<file path="config.mk">
export PLATFORM = sky130hd
export DESIGN_NAME = brew_sequencer
export DESIGN_NICKNAME = d
export VERILOG_FILES = /design/src/rtl/brew_sequencer.sv
export SDC_FILE = /design/constraint.sdc
export NUM_CORES = 1
export LEC_CHECK = 0
export ABC_AREA = 1
export BUFFER_PORTS_ARGS = -buffer_cell sky130_fd_sc_hd__clkbuf_2
export CAP_MARGIN = 40
export CORE_MARGIN = 10
export CORE_UTILIZATION = 45
export CTS_CLUSTER_DIAMETER = 60
export DETAILED_ROUTE_END_ITERATION = 8
export PLACE_DENSITY_LB_ADDON = 0.08
export SLEW_MARGIN = 40
export SYNTH_ARGS = -nofsm -noshare
export SYNTH_HDL_FRONTEND = slang
export SYNTH_SLANG_ARGS = --single-unit
</file>
<file path="constraint.sdc">
create_clock -name clk -period 2.49 [get_ports clk]
set_input_delay 0 -clock clk [delete_from_list [all_inputs] [get_ports clk]]
set_output_delay 0 -clock clk [all_outputs]
set_load 0.02 [all_outputs]
</file>
<file path="src/rtl/brew_sequencer.sv">
// Step sequencer for the coffee-machine controller: walks NUM_STEPS process steps,
// each dwelling dwell_cfg[k]+1 enabled cycles, with start/abort/freeze control.
module brew_sequencer #(
  parameter int NUM_STEPS = 5,
  parameter int DWELL_W   = 8,
  parameter int STEP_W    = $clog2(NUM_STEPS)
) (
  input  logic                         clk,
  input  logic                         rst_n,
  input  logic                         start,
  input  logic                         abort,
  input  logic                         enable,
  input  logic [NUM_STEPS*DWELL_W-1:0] dwell_cfg,
  output logic [STEP_W-1:0]            step,
  output logic                         busy,
  output logic                         step_strobe,
  output logic                         done,
  output logic                         aborted
);

  typedef enum logic [1:0] {
    IDLE = 2'd0,
    RUN  = 2'd1,
    DONE = 2'd2
  } state_e;

  state_e              state_q, state_d;
  logic [STEP_W-1:0]   step_q, step_d;
  logic [DWELL_W-1:0]  cnt_q, cnt_d;
  logic                busy_q, busy_d;
  logic                strobe_q, strobe_d;
  logic                done_q, done_d;
  logic                aborted_q, aborted_d;

  logic [DWELL_W-1:0]  dwellArr [NUM_STEPS];
  logic [STEP_W-1:0]   stepInc;

  for (genvar k = 0; k < NUM_STEPS; k++) begin : gUnpack
    assign dwellArr[k] = dwell_cfg[k*DWELL_W +: DWELL_W];
  end

  assign stepInc = step_q + 1'b1;

  always_ff @(posedge clk or negedge rst_n) begin
    if (!rst_n) begin
      state_q   <= IDLE;
      step_q    <= '0;
      cnt_q     <= '0;
      busy_q    <= 1'b0;
      strobe_q  <= 1'b0;
      done_q    <= 1'b0;
      aborted_q <= 1'b0;
    end else begin
      state_q   <= state_d;
      step_q    <= step_d;
      cnt_q     <= cnt_d;
      busy_q    <= busy_d;
      strobe_q  <= strobe_d;
      done_q    <= done_d;
      aborted_q <= aborted_d;
    end
  end

  // DONE behaves like IDLE for a start request, which gives back-to-back sequences.
  always_comb begin
    state_d   = state_q;
    step_d    = step_q;
    cnt_d     = cnt_q;
    strobe_d  = 1'b0;
    done_d    = 1'b0;
    aborted_d = 1'b0;

    unique case (state_q)
      IDLE, DONE: begin
        step_d = '0;
        if (start && !abort) begin
          state_d  = RUN;
          cnt_d    = dwellArr[0];
          strobe_d = 1'b1;
        end else begin
          state_d = IDLE;
        end
      end
      RUN: begin
        if (abort) begin
          state_d   = IDLE;
          step_d    = '0;
          aborted_d = 1'b1;
        end else if (!enable) begin
          state_d = RUN;
        end else if (cnt_q != '0) begin
          cnt_d = cnt_q - 1'b1;
        end else if (step_q != STEP_W'(NUM_STEPS - 1)) begin
          step_d   = stepInc;
          cnt_d    = dwellArr[stepInc];
          strobe_d = 1'b1;
        end else begin
          state_d = DONE;
          step_d  = '0;
          done_d  = 1'b1;
        end
      end
      default: begin
        state_d = IDLE;
        step_d  = '0;
        cnt_d   = '0;
      end
    endcase

    busy_d = (state_d == RUN);
  end

  assign step        = step_q;
  assign busy        = busy_q;
  assign step_strobe = strobe_q;
  assign done        = done_q;
  assign aborted     = aborted_q;

endmodule

</file>
-- Yosys cells after proc, flatten, opt, wreduce, memory -nomap -nowiden
Index checks and enable logic that the tools add are counted.
- bits in registers: 17
- word-level logic and storage cells: 61
- bits of input ports: 45
- equal/unequal tests: 10
- bitwise gates (word level): 1
- reduce and logical (&&, ||, !) cells: 7
- muxes and demuxes: 33
- add/sub/neg operators: 2
- $lt $le $gt $ge: 1
- operator list (cell ; count):
    two-way mux 8 bit ; 7
    binary-select mux 8 bit (select 3 bit) ; 1
    case mux 8 bit (2 select lines) ; 1
    two-way mux 3 bit ; 5
    two-way mux 1 bit ; 13
    != test 3 bit (second input constant) ; 4
    two-way mux 2 bit ; 4
    nonzero test 8 bit ; 1
    subtractor 8 x 1 -> 8 bit (second input constant) ; 1
    != test 2 bit (second input constant) ; 3
    equality test 2 x 1 -> 1 bit (second input constant) ; 2
    greater-or-equal comparator 4 bit (second input constant) ; 1
    inverter 3 -> 4 bit ; 1
    case mux 2 bit (2 select lines) ; 1
    AND reduction 4 bit ; 1
    adder 3 x 1 -> 3 bit (second input constant) ; 1
    equality test 2 bit (second input constant) ; 1
    zero test 2 bit ; 1
    case mux 1 bit (2 select lines) ; 1
    AND reduction 2 bit ; 1
    OR reduction 2 bit ; 1
    logical AND 1 bit ; 1
    zero test 1 bit ; 1

-- Logic depth before layout (Yosys ltp)
Gate-level depths: netlist of the first run.
- depth after elaboration: 10
- mapped depth: 14
- gate-level depth less buffers: 11

-- Worst setup path before layout of the first run
Ideal clock, no wire load.
- kind: register to register
- start point: reg step_q[0] (netlist: step[0])
- end point: reg cnt_q[7]
- period minus slack after synthesis: 1.925 ns
- data arrival time: 1.852 ns
- cell stages (with the launch flop): 13
- setup slack: 0.565 ns
- cell sequence: dfrtp_1 > inv_2 > buf_4 > ha_1 > buf_6 > inv_1 > buf_4 > nand3_1 > nor2_1 > nor2_1 > nand2_1 > nand3_1 > a21oi_2
- word-level cells in the longest chain between the ends: 10
- elaborated cells on any way between the ends: 13
- those cells by class: add/sub (1); eq/ne (2); mux (8); bitwise (1); reduce/logical (1)
- RTL lines (item ; line ; RTL):
    from (decl) ; 28 ; logic [STEP_W-1:0] step_q, step_d;
    from (signal assigned) ; 55 ; step_q <= step_d;
    adder 3 x 1 -> 3 bit ; 42 ; assign stepInc = step_q + 1'b1;
    inverter 3 -> 4 bit (implied by the code) ; 95 ; cnt_d = dwellArr[stepInc];
    binary-select mux 8 bit (select 3 bit) ; 95 ;
    two-way mux 8 bit (implied by the code) (2 in a row) ; 95 ;
    two-way mux 8 bit ; 93 ; end else if (step_q != STEP_W'(NUM_STEPS - 1)) begin
    two-way mux 8 bit ; 91 ; end else if (cnt_q != '0) begin
    two-way mux 8 bit ; 89 ; end else if (!enable) begin
    two-way mux 8 bit ; 85 ; if (abort) begin
    case mux 8 bit (2 select lines) ; 73 ; unique case (state_q)
    to (signal assigned) ; 56 ; cnt_q <= cnt_d;
    to (decl) ; 29 ; logic [DWELL_W-1:0] cnt_q, cnt_d;
Several ways; a longest one is shown, not always the timed one. The select of a mux whose other input is x is not followed.
A chain may end at the register's enable or synchronous reset.

-- Worst setup path in the final report of the first run
- start point: reg step_q[0] (netlist: step[0])
- end point: reg cnt_q[4]
The elaborated chain is that of the path after synthesis.

==> results of run 1 <==
==> cell usage after synthesis <==
library cell | count | area share [%]
a21oi_1 | 4 | 1.2
a21oi_2 | 1 | 0.54
buf_2 | 1 | 0.31
buf_4 | 3 | 1.4
buf_6 | 2 | 1.4
clkinv_1 | 5 | 1.2
dfrtp_1 | 17 | 26
ha_1 | 4 | 3.1
inv_1 | 21 | 4.9
inv_2 | 5 | 1.2
mux2i_1 | 1 | 0.62
nand2_1 | 97 | 23
nand2_4 | 2 | 1.4
nand3_1 | 31 | 9.6
nand3_2 | 1 | 0.62
nand3_4 | 2 | 2.2
nand4_1 | 6 | 2.3
nand4_2 | 1 | 0.78
nor2_1 | 35 | 8.2
nor2_2 | 3 | 1.2
nor2_4 | 2 | 1.4
nor2_8 | 2 | 2.5
nor3_1 | 2 | 0.62
o21ai_0 | 5 | 1.6
o21ai_1 | 5 | 1.6
o21ai_2 | 1 | 0.54
o22ai_1 | 2 | 0.78
==> cells in the final DEF, fill, tap and decap left out, drive strengths merged <==
master       instances
nand3               34
o22ai                2
inv                 26
a21oi                5
dfrtp               17
clkbuf              54
clkinv               6
o21ai               11
nor2                42
nand2               99
mux2i                1
buf                  2
nor3                 2
ha                   4
nand4                7
dlygate4sd3          3
==> path summary, 6_finish.rpt <==
path | end | slack [ps] | depth (start not counted)
max in group asynchronous | state_q[0] | 2010 | 2
min reg2reg | cnt_q[1] | 540 | 2
max reg2reg | cnt_q[4] | 600 | 10
max | cnt_q[4] | 600 | 10
min | step_strobe | -0.5 | 3
min in group asynchronous | cnt_q[0] | 160 | 2
==> routing by layer <==
metal	track usage [%]	part of all wire, %	routed length (um)	up-vias
met5	0	0	0	-
met4	4.754	1.3	61	0
met3	3.829	5.2	239	6
met2	27.02	51	2356	39
met1	17.41	43	1968	795
li1	-	-	-	934
==> stage by stage <==
step           total power [W]  hold slack [ps]  instances
6_report             0.0008843          -0.5027        361
5_1_grt              0.0009650            17.91        361
4_1_cts              0.0008909            5.377        361
3_5_place_dp         0.0007233           -8.593        354
3_3_place_gp         0.0007203           -20.94        354
2_1_floorplan        0.0006115           -295.6        261
==> flip-flops by register name, summed over array words and instances (netlist names) <==
name and cells:
cnt_q 8, aborted 1, step 3, step_strobe 1, state_q 2, busy 1, done 1
==> cell type report <==
class                   count  area, um2
fillers                   345       1443
multi-input cells         207       1020
flip-flops and latches     17      425.4
repair buffers             56      300.3
inverters                  31      116.4
well taps                  46      57.56
clock buffers               3      22.52
clock inverters             1      5.005
==> cells by family (layout without fill, tap and decap cells) <==
| kind of cell | count (synthesis) | in the layout | share of synthesized area, % |
|---|---|---|---|
| compound gates | 18 | 18 | 6.211 |
| fa+ha+maj | 4 | 4 | 3.106 |
| buf+inv | 37 | 91 | 10.33 |
| flops | 17 | 17 | 26.40 |
| mux | 1 | 1 | 0.6211 |
| simple gates | 184 | 184 | 53.34 |
==> power breakdown <==
group	switching, W	internal, W
sequential	0.0000477	0.000317
combinational	0.000223	0.000135
clock	0.000102	0.0000600
total	0.000373	0.000511
==> worst max-delay path, stage by stage (launching register included) <==
cell and delay [ps]:
dfrtp_1 400, inv_2 230, ha_1 320, inv_1 280, nand3_1 110, nand2_1 70
nor2_1 40, nor2_1 100, nor2_1 50, nor2_1 120, nor2_1 50
==> run_summary.xml, run 1 <==
<?xml version="1.0" encoding="UTF-8"?>
<metrics>
  <group name="status">
    <metric name="status" unit="">finished, violations left</metric>
    <metric name="violated_checks" unit="">hold timing</metric>
  </group>
  <group name="clocking">
    <metric name="number_of_instances_resized_during_post_cts_repair" unit="">0</metric>
    <metric name="cts-buffers-inserted" unit="">3</metric>
    <metric name="setup_fix_bufs_post_cts" unit="">0</metric>
    <metric name="clk_lat_worst_skew" unit="ps">300</metric>
    <metric name="cts_tree" unit="">done</metric>
    <metric name="numClockSinks" unit="">17</metric>
    <metric name="cts_htree_levels" unit="">1</metric>
    <metric name="clk_pin_slew" unit="ps">120</metric>
    <metric name="clock_path_buffers" unit="">2</metric>
    <metric name="number_of_hold_repair_buffers_added_at_the_cts_stage" unit="">3</metric>
    <metric name="clock_tree_root_buffer_cell" unit="">clkbuf_4</metric>
  </group>
  <group name="layout">
    <metric name="post_route_cells_drive_above_1_share" unit="%">24.44</metric>
    <metric name="fin_nets" unit="">365</metric>
    <metric name="antenna_cells" unit="">0</metric>
    <metric name="area_growth" unit="%">20.81</metric>
    <metric name="final_cell_area" unit="mm2">0.001947</metric>
    <metric name="post-route-util" unit="%">57.44</metric>
  </group>
  <group name="critical_path">
    <metric name="crit_path_start_kind" unit="">register</metric>
    <metric name="worst_setup_path_category" unit="">register to register</metric>
    <metric name="cp-end-kind" unit="">register</metric>
    <metric name="critical_path.max_fanout" unit="">18</metric>
    <metric name="timing.critical_path.from" unit="">step[0]</metric>
    <metric name="critical_path_required" unit="ps">2690</metric>
    <metric name="worstPathArrival" unit="ps">2090</metric>
    <metric name="reg2reg_from" unit="">step[0]</metric>
  </group>
  <group name="global_routing">
    <metric name="vias_in_the_first_global_route" unit="">1804</metric>
    <metric name="grt_start_max_net_pins" unit="">22</metric>
    <metric name="number_of_antenna_violations_at_the_first_check_in_global_routing" unit="">0</metric>
    <metric name="grt_util_all_layers" unit="%">15.24</metric>
    <metric name="grt_pass1_wl" unit="um">7928</metric>
    <metric name="grt-ovfl-total" unit="">0</metric>
  </group>
  <group name="logic_synthesis">
    <metric name="nets_in_the_synthesized_netlist" unit="">310</metric>
    <metric name="synthesis.area" unit="mm2">0.001612</metric>
    <metric name="synth-warning-count" unit="">0</metric>
    <metric name="cells_after_synth" unit="">261</metric>
    <metric name="post_synth.cell_area_avg" unit="um2">6.175</metric>
    <metric name="synth.ff_latch_count" unit="">17</metric>
    <metric name="ys_types" unit="">27</metric>
    <metric name="synth.yosys.seq_area_share" unit="%">26.40</metric>
  </group>
  <group name="placement">
    <metric name="io_buffers" unit="">51</metric>
    <metric name="worst_slack_at_placement" unit="ps">614.0</metric>
    <metric name="placed_area" unit="mm2">0.001889</metric>
    <metric name="gp_routability_congestion" unit="">0.8941</metric>
    <metric name="hpwl" unit="um">3785</metric>
  </group>
  <group name="timing">
    <metric name="maxSlewViolCount" unit="">0</metric>
    <metric name="timing.final.ws_setup" unit="ps">600.6</metric>
    <metric name="timing.slew.headroom" unit="%">69.30</metric>
    <metric name="setup_violations" unit="">0</metric>
    <metric name="setup_tns" unit="ps">0</metric>
    <metric name="post-route-period-util" unit="%">75.88</metric>
    <metric name="post-route-min-period" unit="ps">1889</metric>
    <metric name="final_hold_viol_count" unit="">1</metric>
    <metric name="skew" unit="ps">4.581</metric>
    <metric name="tightestPinTransition" unit="ps">460.5</metric>
    <metric name="timing.fmax" unit="MHz">529.3</metric>
    <metric name="rsz0062_at_grt" unit="">false</metric>
    <metric name="hold_ws" unit="ps">-0.5027</metric>
  </group>
  <group name="drt">
    <metric name="post_dr_wirelength_cell" unit="um">12.81</metric>
    <metric name="dr.first_iter.drc_count" unit="">92</metric>
    <metric name="vias" unit="">1774</metric>
    <metric name="detail-route-antenna-nets" unit="">0</metric>
    <metric name="drt_pre_antenna_iters" unit="">4</metric>
    <metric name="postRouteWirelength" unit="um">4626</metric>
    <metric name="total_drc_errors_in_the_routed_layout" unit="">0</metric>
    <metric name="vias_per_cell" unit="">4.914</metric>
  </group>
  <group name="power">
    <metric name="powerDensity" unit="mW/mm2">454.2</metric>
    <metric name="vdd_drop_max" unit="mV">0.2717</metric>
    <metric name="leakagePower" unit="nW">1.102</metric>
  </group>
  <group name="floorplan">
    <metric name="coreArea" unit="mm2">0.003390</metric>
    <metric name="io_pins" unit="">52</metric>
    <metric name="initial_core_util" unit="%">47.55</metric>
    <metric name="floorplan.die.height" unit="um">79.85</metric>
    <metric name="dieArea" unit="mm2">0.006375</metric>
    <metric name="die_x" unit="um">79.85</metric>
    <metric name="rows" unit="">21</metric>
  </group>
  <group name="worst_hold_path">
    <metric name="worst_hold_startpoint" unit="">enable</metric>
    <metric name="holdCritPathClass" unit="">input pin to register</metric>
  </group>
  <group name="job">
    <metric name="max_cap_violations" unit="">0</metric>
  </group>
</metrics>
(Power assumes the default switching activity.)
==> inputs of run 2 (changes only) <==
ABC_AREA = 0   (was 1)
CORE_UTILIZATION = 44   (was 45)
clock period = 1.6 ns   (was 2.49 ns; I/O delays follow)
==> run 2 against run 1 <==
The run ends with setup timing left. Clock power increased by 50%. Critical endpoint is now cnt_q[7]. Highest routed layer unchanged. Critical path depth down 4. Die area shrank 8.0%. Design area increased by 13%.
==> run_summary.xml, run 2 <==
<?xml version="1.0" encoding="UTF-8"?>
<metrics>
  <group name="timing">
    <metric name="timing.final.ws_setup" unit="ps">-314.7</metric>
    <metric name="setup_violations" unit="">11</metric>
    <metric name="hold_ws" unit="ps">43.64</metric>
    <metric name="rsz0062_at_grt" unit="">true</metric>
    <metric name="post-route-min-period" unit="ps">1915</metric>
    <metric name="timing.slew.headroom" unit="%">68.00</metric>
    <metric name="final_hold_viol_count" unit="">0</metric>
    <metric name="skew" unit="ps">2.011</metric>
    <metric name="maxSlewViolCount" unit="">0</metric>
    <metric name="timing.fmax" unit="MHz">522.3</metric>
    <metric name="tightestPinTransition" unit="ps">480.0</metric>
    <metric name="post-route-period-util" unit="%">119.7</metric>
  </group>
  <group name="logic_synthesis">
    <metric name="synth-warning-count" unit="">0</metric>
    <metric name="cells_after_synth" unit="">138</metric>
    <metric name="synth-edff-count" unit="">0</metric>
    <metric name="synth.top_cells.by_count" unit="">dfrtp_1 (17), inv_1 (11), o21ai_0 (10)</metric>
    <metric name="ys_types" unit="">48</metric>
    <metric name="async_reset_ff_share" unit="%">100.0</metric>
    <metric name="synth_top_cell_area_share" unit="%">30.20</metric>
    <metric name="synth.yosys.seq_area_share" unit="%">30.20</metric>
    <metric name="synth_area_leaders" unit="">dfrtp_1 (30%), mux4_2 (11%), ha_1 (3.6%)</metric>
    <metric name="post_synth.cell_area_avg" unit="um2">10.21</metric>
    <metric name="synthesis.area" unit="mm2">0.001409</metric>
    <metric name="yosysTopAreaCell" unit="">dfrtp_1</metric>
    <metric name="synth_ff_type" unit="">dfrtp_1</metric>
    <metric name="nets_in_the_synthesized_netlist" unit="">187</metric>
    <metric name="post-synth-top-count-cell" unit="">dfrtp_1</metric>
    <metric name="synth.ff_latch_count" unit="">17</metric>
  </group>
  <group name="global_routing">
    <metric name="grt-ovfl-total" unit="">0</metric>
    <metric name="grt_pass1_wl" unit="um">7734</metric>
    <metric name="vias_in_the_first_global_route" unit="">1614</metric>
    <metric name="grt_util_all_layers" unit="%">15.95</metric>
    <metric name="number_of_antenna_violations_at_the_first_check_in_global_routing" unit="">0</metric>
    <metric name="grt_start_max_net_pins" unit="">18</metric>
  </group>
  <group name="floorplan">
    <metric name="coreArea" unit="mm2">0.003053</metric>
    <metric name="initial_core_util" unit="%">46.15</metric>
    <metric name="rows" unit="">20</metric>
    <metric name="die_x" unit="um">76.59</metric>
    <metric name="floorplan.die.height" unit="um">76.59</metric>
    <metric name="io_pins" unit="">52</metric>
    <metric name="dieArea" unit="mm2">0.005865</metric>
  </group>
  <group name="placement">
    <metric name="worst_slack_at_placement" unit="ps">-396.3</metric>
    <metric name="placed_area" unit="mm2">0.001947</metric>
    <metric name="hpwl" unit="um">3848</metric>
    <metric name="gp_routability_congestion" unit="">0.8761</metric>
    <metric name="place.detailed.instances" unit="">260</metric>
    <metric name="io_buffers" unit="">51</metric>
  </group>
  <group name="status">
    <metric name="status" unit="">finished, violations left</metric>
    <metric name="violated_checks" unit="">setup timing</metric>
  </group>
  <group name="job">
    <metric name="max_cap_violations" unit="">0</metric>
  </group>
  <group name="critical_path">
    <metric name="crit_path_start_kind" unit="">register</metric>
    <metric name="critical_path_buf_inv_count" unit="">1</metric>
    <metric name="critical_path_depth" unit="">6</metric>
    <metric name="path_delay_family" unit="">compound AO/OA/AOI/OAI gates</metric>
    <metric name="timing.critical_path.from" unit="">step[0]</metric>
    <metric name="crit_slowest_cell" unit="">mux4_2</metric>
    <metric name="worst_setup_path_category" unit="">register to register</metric>
    <metric name="worstRegToRegCells" unit="">6</metric>
    <metric name="cp-end-kind" unit="">register</metric>
    <metric name="crit_chain" unit="">inv_4 &gt; ha_4 &gt; mux4_2 &gt; a221oi_2 &gt; o221ai_1 &gt; o21a_1</metric>
    <metric name="cp_slowest_stage_delay" unit="ps">510</metric>
    <metric name="critical_path.max_fanout" unit="">6</metric>
    <metric name="critical_path_required" unit="ps">1800</metric>
    <metric name="reg2reg_from" unit="">step[0]</metric>
    <metric name="worstPathArrival" unit="ps">2110</metric>
  </group>
  <group name="drt">
    <metric name="m1WireLength" unit="um">2093</metric>
    <metric name="vias" unit="">1496</metric>
    <metric name="vias_per_cell" unit="">5.460</metric>
    <metric name="drt_pre_antenna_iters" unit="">4</metric>
    <metric name="postRouteWirelength" unit="um">4798</metric>
    <metric name="dr.first_iter.drc_count" unit="">88</metric>
    <metric name="post_dr_wirelength_cell" unit="um">17.51</metric>
    <metric name="total_drc_errors_in_the_routed_layout" unit="">0</metric>
    <metric name="wl_met3" unit="um">312</metric>
    <metric name="met2RoutedLength" unit="um">2283</metric>
    <metric name="maxUsedRoutingLayer" unit="">met4</metric>
    <metric name="detail-route-antenna-nets" unit="">0</metric>
  </group>
  <group name="power">
    <metric name="p_int" unit="W">0.0009084</metric>
    <metric name="comb_power_share" unit="%">43.2</metric>
    <metric name="power.clock.fraction" unit="%">17.3</metric>
    <metric name="total_net_switching_power" unit="W">0.0004946</metric>
    <metric name="pwr-share-seq" unit="%">39.5</metric>
    <metric name="powerDensity" unit="mW/mm2">639.3</metric>
    <metric name="leakagePower" unit="nW">1.037</metric>
    <metric name="vdd_drop_max" unit="mV">0.3197</metric>
    <metric name="power_switching_share" unit="%">35.25</metric>
  </group>
  <group name="clocking">
    <metric name="clock_tree_root_buffer_cell" unit="">clkbuf_4</metric>
    <metric name="numClockSinks" unit="">17</metric>
    <metric name="cts-buffers-inserted" unit="">3</metric>
    <metric name="clock_path_buffers" unit="">2</metric>
    <metric name="clk_pin_slew" unit="ps">110</metric>
    <metric name="cts_htree_levels" unit="">1</metric>
    <metric name="cts_tree" unit="">done</metric>
    <metric name="clk_lat_worst_skew" unit="ps">290</metric>
  </group>
  <group name="layout">
    <metric name="largest-register" unit="">cnt_q</metric>
    <metric name="mostFrequentLayoutCell" unit="">clkbuf_2</metric>
    <metric name="post_route_cells_drive_above_1_share" unit="%">61.30</metric>
    <metric name="layout.cells.most_common_list" unit="">clkbuf_2 (51), buf_4 (39), dfrtp_1 (15)</metric>
    <metric name="final_cell_area" unit="mm2">0.002195</metric>
    <metric name="fin_cells" unit="">274</metric>
    <metric name="largest_register_ffs" unit="">8</metric>
    <metric name="fin_nets" unit="">280</metric>
    <metric name="area_growth" unit="%">55.77</metric>
    <metric name="post-route-util" unit="%">71.89</metric>
    <metric name="antenna_cells" unit="">0</metric>
  </group>
  <group name="worst_hold_path">
    <metric name="holdCritPathClass" unit="">input pin to register</metric>
    <metric name="worst_hold_startpoint" unit="">enable</metric>
    <metric name="worst_hold_path.num_cells" unit="">3</metric>
  </group>
</metrics>
[run 2: changes by cell type after synthesis, sizes merged, moves of 4 or more]
cell and delta:
nor2 -36, nand2 -92, mux4 +8, o21a +4
a31oi +5, nand3 -33, inv -15, nand4 -6
clkinv -5, nor2b +5, a221oi +4, a211oi +4
xnor2 +4
[run 2: path summary, 6_finish.rpt]
| kind | to | slack [ps] |
|---|---|---|
| min | state_q[1] | 40 |
| min reg2reg | cnt_q[7] | 610 |
| min in group asynchronous | cnt_q[5] | 180 |
| max reg2reg | cnt_q[7] | -310 |
| max in group asynchronous | step[0] | 1070 |
| max | cnt_q[7] | -310 |
[run 2: through the flow]
step | setup TNS, ps | total power (W)
after floorplan | -2078 | 0.0008452
after CTS | -2018 | 0.001395
final | -1992 | 0.001403
after global placement | -2704 | 0.001090
after detailed placement | -3554 | 0.001108
after global routing | -2980 | 0.001504
[run 2: area by class of cell]
type | instances | area (um2)
clock inverter | 1 | 5.005
fill | 245 | 858.3
clock buffer | 3 | 22.52
timing repair buffer | 97 | 623.1
tap | 44 | 55.05
multi-input combinational | 101 | 1017
sequential | 17 | 427.9
inverter | 11 | 43.79
[run 2: power groups by stage]
| stage | combinational, W | clock, W | sequential, W |
|---|---|---|---|
| 4_1_cts | 0.000589 | 0.000250 | 0.000555 |
| 3_5_place_dp | 0.000550 | 0 | 0.000557 |
| 6_report | 0.000606 | 0.000243 | 0.000555 |
| 5_1_grt | 0.000665 | 0.000279 | 0.000560 |
| 2_1_floorplan | 0.000269 | 0 | 0.000576 |
| 3_3_place_gp | 0.000536 | 0 | 0.000554 |
[run 2: repair_timing]
item | 4_1_cts | 5_1_grt
gates resized for setup | 23 | 12
setup buffers | 5 | 3
pin swaps | 9 | 9
endpoints found under the hold margin | 19 | 0
hold buffers | 3 | 0
endpoints found under the setup margin | 16 | 15
[run 2: cells by family after synthesis]
family	share of synthesized area, %
AOI/OAI and AO/OA	25.22
and+or+nand+nor	15.45
buffers and inverters	8.792
DFF	30.20
muxes	13.77
xor gates and xnor gates	3.020
adders and majority gates	3.553
[run 2: tightest hold or removal path, stage by stage]
cell and delay (ps):
clkbuf_2 150, nand2_8 120, nor4_2 40
[run 2: metal layers]
layer,up-vias,global-route usage [%]
met3,12,4.245
li1,711,-
met5,-,0
met1,704,18.78
met2,69,27.72
met4,0,4.275
==> inputs of run 3 (changes only) <==
PLACE_DENSITY = 0.75   (was not set)
PLACE_DENSITY_LB_ADDON = not set   (was 0.08)
==> run 3 against run 2 <==
The run still ends with setup timing left. Clock power rose by 2%. Power up 3.5%. Combinational power grew 7.6%. Non-clock buffer count up 3. Sequential share of layout area decreased by 0.52 points. Clock-buffer cell count is the same. Global-route usage up 0.96 points. Critical path type unchanged. Largest cell class unchanged.
==> run_summary.xml, run 3 (synthesized netlist as in run 2, its figures left out) <==
<?xml version="1.0" encoding="UTF-8"?>
<metrics>
  <group name="status">
    <metric name="status" unit="">finished, violations left</metric>
    <metric name="violated_checks" unit="">setup timing</metric>
  </group>
  <group name="drt">
    <metric name="postRouteWirelength" unit="um">5085</metric>
    <metric name="detail-route-antenna-nets" unit="">0</metric>
    <metric name="vias_per_cell" unit="">5.601</metric>
    <metric name="vias" unit="">1557</metric>
    <metric name="total_drc_errors_in_the_routed_layout" unit="">0</metric>
    <metric name="post_dr_wirelength_cell" unit="um">18.29</metric>
    <metric name="drt_pre_antenna_iters" unit="">4</metric>
    <metric name="dr.first_iter.drc_count" unit="">111</metric>
  </group>
  <group name="clocking">
    <metric name="clk_lat_worst_skew" unit="ps">300</metric>
    <metric name="cts_tree" unit="">done</metric>
    <metric name="numClockSinks" unit="">17</metric>
    <metric name="clock_path_buffers" unit="">2</metric>
    <metric name="cts-buffers-inserted" unit="">3</metric>
    <metric name="clk_pin_slew" unit="ps">120</metric>
    <metric name="cts_htree_levels" unit="">1</metric>
    <metric name="clock_tree_root_buffer_cell" unit="">clkbuf_4</metric>
  </group>
  <group name="floorplan">
    <metric name="rows" unit="">20</metric>
    <metric name="coreArea" unit="mm2">0.003053</metric>
    <metric name="dieArea" unit="mm2">0.005865</metric>
    <metric name="io_pins" unit="">52</metric>
    <metric name="floorplan.die.height" unit="um">76.59</metric>
    <metric name="die_x" unit="um">76.59</metric>
    <metric name="initial_core_util" unit="%">46.15</metric>
  </group>
  <group name="critical_path">
    <metric name="crit_slowest_cell" unit="">dfrtp_2</metric>
    <metric name="critical_path_required" unit="ps">1850</metric>
    <metric name="cp-end-kind" unit="">register</metric>
    <metric name="worstPathArrival" unit="ps">2200</metric>
    <metric name="path_common_cell" unit="">buf_4</metric>
    <metric name="crit_path_start_kind" unit="">register</metric>
    <metric name="reg2reg_from" unit="">step[1]</metric>
    <metric name="ff2ff_setup_slack" unit="ps">-350</metric>
    <metric name="worstRegToRegCells" unit="">8</metric>
    <metric name="regToRegEndpoint" unit="">cnt_q[4]</metric>
    <metric name="worst_setup_path_category" unit="">register to register</metric>
    <metric name="critical_path.max_fanout" unit="">6</metric>
    <metric name="crit_chain" unit="">inv_1 &gt; ha_4 &gt; buf_4 &gt; nor3_4 &gt; buf_4 &gt; a221oi_2 &gt; a211oi_1 &gt; o22a_1</metric>
    <metric name="cp_slowest_stage_delay" unit="ps">420</metric>
  </group>
  <group name="timing">
    <metric name="timing.final.ws_setup" unit="ps">-347.6</metric>
    <metric name="timing.fmax" unit="MHz">513.5</metric>
    <metric name="post-route-period-util" unit="%">121.7</metric>
    <metric name="post-route-min-period" unit="ps">1948</metric>
    <metric name="tightestPinTransition" unit="ps">544.0</metric>
    <metric name="rsz0062_at_grt" unit="">true</metric>
    <metric name="setup_violations" unit="">15</metric>
    <metric name="timing.slew.headroom" unit="%">63.35</metric>
    <metric name="setup_tns" unit="ps">-2826</metric>
    <metric name="skew" unit="ps">16.69</metric>
    <metric name="hold_ws" unit="ps">15.99</metric>
    <metric name="final_hold_viol_count" unit="">0</metric>
    <metric name="maxSlewViolCount" unit="">0</metric>
  </group>
  <group name="power">
    <metric name="power" unit="W">0.001452</metric>
    <metric name="powerDensity" unit="mW/mm2">644.1</metric>
    <metric name="leakagePower" unit="nW">1.074</metric>
    <metric name="vdd_drop_max" unit="mV">0.4025</metric>
  </group>
  <group name="layout">
    <metric name="fin_nets" unit="">284</metric>
    <metric name="layout.cells.most_common_list" unit="">clkbuf_2 (51), buf_4 (41), dfrtp_1 (15)</metric>
    <metric name="largest_register_ffs" unit="">8</metric>
    <metric name="antenna_cells" unit="">0</metric>
    <metric name="post_route_cells_drive_above_1_share" unit="%">63.25</metric>
    <metric name="final_cell_area" unit="mm2">0.002255</metric>
    <metric name="area_growth" unit="%">60.04</metric>
    <metric name="largest-register" unit="">cnt_q</metric>
    <metric name="mostFrequentLayoutCell" unit="">clkbuf_2</metric>
  </group>
  <group name="worst_hold_path">
    <metric name="worst_hold_path.num_cells" unit="">3</metric>
    <metric name="holdCritPathClass" unit="">input pin to register</metric>
    <metric name="hold_path_end" unit="">cnt_q[5]</metric>
    <metric name="worst_hold_startpoint" unit="">dwell_cfg[5]</metric>
  </group>
  <group name="placement">
    <metric name="gp_routability_congestion" unit="">0.9062</metric>
    <metric name="worst_slack_at_placement" unit="ps">-364.1</metric>
    <metric name="io_buffers" unit="">51</metric>
    <metric name="placed_area" unit="mm2">0.001939</metric>
    <metric name="hpwl" unit="um">3747</metric>
  </group>
  <group name="global_routing">
    <metric name="grt_pass1_wl" unit="um">8286</metric>
    <metric name="number_of_antenna_violations_at_the_first_check_in_global_routing" unit="">0</metric>
    <metric name="grt_util_all_layers" unit="%">16.90</metric>
    <metric name="vias_in_the_first_global_route" unit="">1749</metric>
    <metric name="grt_start_max_net_pins" unit="">18</metric>
    <metric name="grt-ovfl-total" unit="">0</metric>
  </group>
  <group name="job">
    <metric name="max_cap_violations" unit="">0</metric>
  </group>
</metrics>
run 3: cell types whose count changed in the layout (fill, tap and decap cells not counted), sizes merged:
| cell | before | now |
|---|---|---|
| a22oi | 1 | 2 |
| buf | 43 | 47 |
| dlygate4sd3 | 3 | 2 |
run 3: power breakdown:
| group | leakage, nW | total, W | internal, W | switching (W) |
|---|---|---|---|---|
| Sequential | 0.211 | 0.000554 | 0.000492 | 0.0000616 |
| Combinational | 0.845 | 0.000652 | 0.000354 | 0.000297 |
| Clock | 0.0177 | 0.000247 | 0.0000930 | 0.000154 |
| Total | 1.07 | 0.00145 | 0.000939 | 0.000513 |
run 3: cell type report:
type                    instances  area [um2]
repair buffers                100       650.6
flip-flops and latches         17       427.9
inverters                      11       43.79
well taps                      44       55.05
fillers                       228       798.3
clock buffers                   3       22.52
multi-input cells             102        1050
clock inverters                 1       5.005
run 3: worst max-delay path, delay by kind of cell (launching register included):
family / cells / cell delay [ps]
AOI/OAI and AO/OA: 3 / 440
buffers and inverters: 3 / 430
DFF: 1 / 420
and+or+nand+nor: 1 / 340
adders and majority gates: 1 / 240
run 3: repair_timing:
| item | 4_1_cts | 5_1_grt |
|---|---|---|
| endpoints found under the hold margin | 18 | 0 |
| endpoints found under the setup margin | 16 | 16 |
| cloned | 1 | 0 |
| setup buffers | 5 | 7 |
| gates resized for setup | 24 | 16 |
| hold buffers | 2 | 0 |
| pin swaps | 12 | 7 |
run 3: worst max-delay path by stage:
stage            start  endpoint  slack [ps]  cells past startpoint
4_1_cts        step[0]  cnt_q[2]        -320                      7
2_1_floorplan  step[0]  cnt_q[6]        -380                      7
6_report       step[1]  cnt_q[4]        -350                      8
3_3_place_gp   step[0]  cnt_q[3]        -340                      7
5_1_grt        step[1]  cnt_q[4]        -420                      8
3_5_place_dp   step[0]  cnt_q[4]        -360                      6
run 3: layer usage:
metal  track usage, %  share of wire [%]
met3            5.542                8.6
met4            3.903                2.4
met5                0                  0
met2            30.27                 49
met1            18.81                 40
run 3: stage by stage:
stage | instances | utilization (%)
after floorplan | 138 | -
after global placement | 259 | 63.52
after detailed placement | 259 | 63.52
after CTS | 271 | 69.43
after global routing | 278 | 73.85
final | 278 | 73.85
